File: config.mk
export PLATFORM = sky130hd
export DESIGN_NAME = uart_tx_ctrl
export DESIGN_NICKNAME = d
export VERILOG_FILES = /design/src/rtl/uart_tx_ctrl.sv
export SDC_FILE = /design/constraint.sdc
export NUM_CORES = 1
export LEC_CHECK = 0
export BUFFER_PORTS_ARGS = -buffer_cell sky130_fd_sc_hd__buf_2
export CORE_ASPECT_RATIO = 2
export CORE_MARGIN = 2
export CORE_UTILIZATION = 40
export CTS_CLUSTER_DIAMETER = 120
export DETAILED_ROUTE_END_ITERATION = 6
export SYNTH_ARGS = -nofsm -noshare
export SYNTH_HDL_FRONTEND = slang
export SYNTH_SLANG_ARGS = --single-unit
File: constraint.sdc
create_clock -name clk -period 3.6 [get_ports clk]
set_input_delay 0.18 -clock clk [delete_from_list [all_inputs] [get_ports clk]]
set_output_delay 0.18 -clock clk [all_outputs]
set_load 0.01 [all_outputs]
File: src/rtl/uart_tx_ctrl.sv
// uart_tx_ctrl: formats a UART frame and paces load/shift pulses for an 11-bit transmit shift register
module uart_tx_ctrl (
  input  logic        clk,
  input  logic        rst,
  input  logic [3:0]  baud,
  input  logic        eight,
  input  logic        pen,
  input  logic        ohel,
  input  logic [7:0]  data,
  input  logic        write,
  output logic        ld,
  output logic        sh,
  output logic [10:0] d_out,
  output logic        tx_rdy,
  output logic        busy,
  output logic        overrun
);
  typedef enum logic [1:0] {IDLE, LOAD, SHIFT} state_t;
  state_t state, state_nx;
  logic [3:0] baud_r;
  logic [18:0] div, cnt;
  logic [3:0] bit_cnt;
  logic hit, accept, par, b9, b10;
  assign accept = state == IDLE && write;
  assign hit = state == SHIFT && cnt == div - 19'd1;
  assign par = ^(eight ? data : {1'b0, data[6:0]}) ^ ohel;
  assign b9 = eight ? data[7] : (pen ? par : 1'b1);
  assign b10 = eight && pen ? par : 1'b1;
  // clocks per bit for the latched baud code at 100 MHz
  always_comb begin
    case (baud_r)
      4'd0:    div = 19'd333333;
      4'd1:    div = 19'd83333;
      4'd2:    div = 19'd41667;
      4'd3:    div = 19'd20833;
      4'd4:    div = 19'd10417;
      4'd5:    div = 19'd5208;
      4'd6:    div = 19'd2604;
      4'd7:    div = 19'd1736;
      4'd8:    div = 19'd868;
      4'd9:    div = 19'd434;
      4'd10:   div = 19'd217;
      default: div = 19'd109;
    endcase
  end
  // next state: load on accepted write, shift until the 11th bit has gone out
  always_comb begin
    state_nx = state;
    if (accept) state_nx = LOAD;
    else if (state == LOAD) state_nx = SHIFT;
    else if (state == SHIFT && bit_cnt == 4'd11) state_nx = IDLE;
  end
  // state, counters, latched config and registered outputs
  always_ff @(posedge clk or posedge rst) begin
    if (rst) begin
      state   <= IDLE;
      cnt     <= '0;
      bit_cnt <= '0;
      baud_r  <= '0;
      ld      <= 1'b0;
      sh      <= 1'b0;
      d_out   <= 11'h7FF;
      tx_rdy  <= 1'b1;
      busy    <= 1'b0;
      overrun <= 1'b0;
    end else begin
      state   <= state_nx;
      cnt     <= (state == IDLE || hit) ? '0 : cnt + 19'd1;
      bit_cnt <= state == IDLE ? '0 : bit_cnt + {3'b0, hit};
      baud_r  <= accept ? baud : baud_r;
      d_out   <= accept ? {b10, b9, data[6:0], 2'b01} : d_out;
      ld      <= state_nx == LOAD;
      sh      <= hit;
      tx_rdy  <= state_nx == IDLE;
      busy    <= state_nx != IDLE;
      overrun <= write && state != IDLE;
    end
  end
endmodule

==> metrics.cfg <==
[critical_path]
cp_max_fo=8
critPathRequiredTime_ps=3760
path_class=flop to flop
crit_arrival_ps=3340
cp-start-kind=flop
crit_start=baud_r[1]
r2r_start=baud_r[1]
cp-end-kind=flop

[power_and_ir_drop]
p_leak_nw=1.38
peakVddDrop_mv=0.391
totalPowerFinal_mw=2.00
power_density_nw_per_um2=647

[yosys]
synth.area.top_cells=dfrtp_1 30%, dfstp_2 11%, xnor2_1 8.1%
synth-simple-area-share_pct=20.1
synth_seq_cells=44
netlist_instances=276
syn_nets=304
avgSynthCellArea_sq_um=9.82
synth_top_family_by_area=simple AND/OR/NAND/NOR gates
async_flop_share_pct=100
synth_xor_area_share_pct=14.1
synth_top_flop_cell=dfrtp_1
synth-edff-count=0
synth_top_area_cell=dfrtp_1
syn_area_sq_um=2710
yosys.area.top_type_share_pct=30.5
seq_area_frac_synth_pct=41.1
synth_cell_type_count=48
synth_compound_area_share_pct=9.46
synthMuxAreaShare_pct=5.58
synth_warnings=0
synth_fa_ha_area_share_pct=4.61

[floorplanning]
initial_core_util_pct=41.3
fp.dieH_um=120
die_w_um=62.2
die_area_sq_um=7490
ioPinCount=34
num_rows=42
core_area_sq_um=6570

[timing]
fin_crit_ps=3170
period_share_pct=88.2
slew_headroom_pct=50.9
max_freq_ghz=0.315
rsz0062_at_grt=no
setup_viol=0
hold_viol_final=0
drv_slew=0
setup_slack_ps=426
worst_pin_slew_ps=737
tns_ps=0
skew_ps=6.32

[route]
top_layer_used=met4
antenna_left=0
wl_met2_um=3240
wl_met1_um=2240
wl_per_cell_um=14.8
vias=2057
drt_wl_total_um=5860
wl_met3_um=100
drtIter0Drc=67
firstDrtPassIters=4
vias_per_cell=5.21
drc=0

[cts]
tritoncts=done
htreeDepth=2
ctsRootBufferMaster=clkbuf_16
cts_sinks=44
cts_resized=0
hold_buffers=0
numCtsBuffers=5
clockBufferDepth=2
postCtsSetupRepairBufs=0
clock_latency_ps=290
path_clk_slew_ps=60

[finish]
antennaDiodeCount=0
mostFrequentLayoutCells=33 x dfrtp_1, 32 x buf_2, 25 x xnor2_1, 22 x nor2_1, 21 x nor3_1
area_growth_pct=14.1
nets=334
mostFrequentLayoutCell=dfrtp_1
final_util_pct=47.1
drive_gt1_share_pct=24.1

[placement]
dp_hpwl_um=4350
portBuffers=32
gp_congestion=0.851
pre_cts_slack_ps=447

[worst_hold_path]
hp-class=primary input to async pin

[status]
status=finished clean

[global_routing]
grt_max_degree=45
grt_usage_pct=17.4
grt_remaining_overflow=0
grt_pass1_vias=2168
grt_antenna_before_repair=0
grt_pass1_wl_um=10200

[job]
maxCapViolCount=0

-- critical path, stage by stage (launching register included) --
cell and delay [ps]:
dfrtp_1 370, inv_1 190, ha_1 250, mux2i_1 90
or2_2 280, ha_1 280, xnor2_1 130, nor3_1 130
o211ai_1 110, nor3_1 200, nand3_1 140, nor4_4 300
ha_1 220, ha_1 220, nor2b_1 130
-- Yosys cell counts (4+ instances only) --
master,number
a21oi_1,9
and2_1,4
and3_1,4
buf_2,4
clkbuf_1,7
dfrtp_1,33
dfstp_2,11
ha_1,10
inv_1,8
mux2_2,9
mux2i_1,5
nand2_1,13
nand3_1,9
nand4_1,6
nor2_1,22
nor2b_1,10
nor3_1,21
o21ai_0,7
o22ai_1,4
xnor2_1,25
xor2_1,16
-- through the flow --
stage | hold slack [ps] | cells | cell area (sq um)
2_1_floorplan | 297 | 276 | 2710
4_1_cts | 41.5 | 395 | 3090
3_3_place_gp | 339 | 387 | 2940
3_5_place_dp | 350 | 387 | 2940
6_report | 12.8 | 395 | 3090
5_1_grt | 94.2 | 395 | 3090
-- cells by family (layout without fill, tap and decap cells) --
group / after synthesis / count (layout)
XOR/XNOR: 42 / 42
AND/OR/NAND/NOR: 102 / 102
multiplexers: 14 / 14
other: 1 / 1
buffers and inverters: 25 / 56
flip-flops: 44 / 44
adder cells (fa/ha/maj): 10 / 10
AO/OA/AOI/OAI: 38 / 38
-- metal layers --
layer,vias up,global-route usage (%)
met1,1012,17.9
met5,-,0
met4,0,11.7
met2,25,32.3
met3,17,2.51
li1,1003,-
-- registers in the layout, summed over array words and instances (netlist names) --
name and cells:
ld 1, tx_rdy 1, state 2, bit_cnt 4, cnt 19, baud_r 4, busy 1, sh 1
overrun 1, d_out 10
-- final cells by class --
cell class	instances	area (sq um)
inverters	8	30.0
well taps	88	110
flip-flops and latches	44	1110
clock inverters	1	7.51
fillers	639	3470
multi-input cells	207	1470
clock buffers	7	143
repair buffers	40	220
-- final timing paths --
kind                                    to  slack (ps)  cells after the start
worst max-delay path            bit_cnt[1]         430                     14
worst min-delay path             baud_r[3]          10                      3
worst max register to register  bit_cnt[1]         430                     14
worst min register to register    d_out[1]         490                      1
max in group asynchronous           tx_rdy        3210                      3
min in group clk                 baud_r[0]         130                      3
-- report_power, final --
group,switching [mW],internal [mW]
logic,0.448,0.391
registers,0.0970,0.606
clock network,0.184,0.276
(Power assumes the default switching activity.)
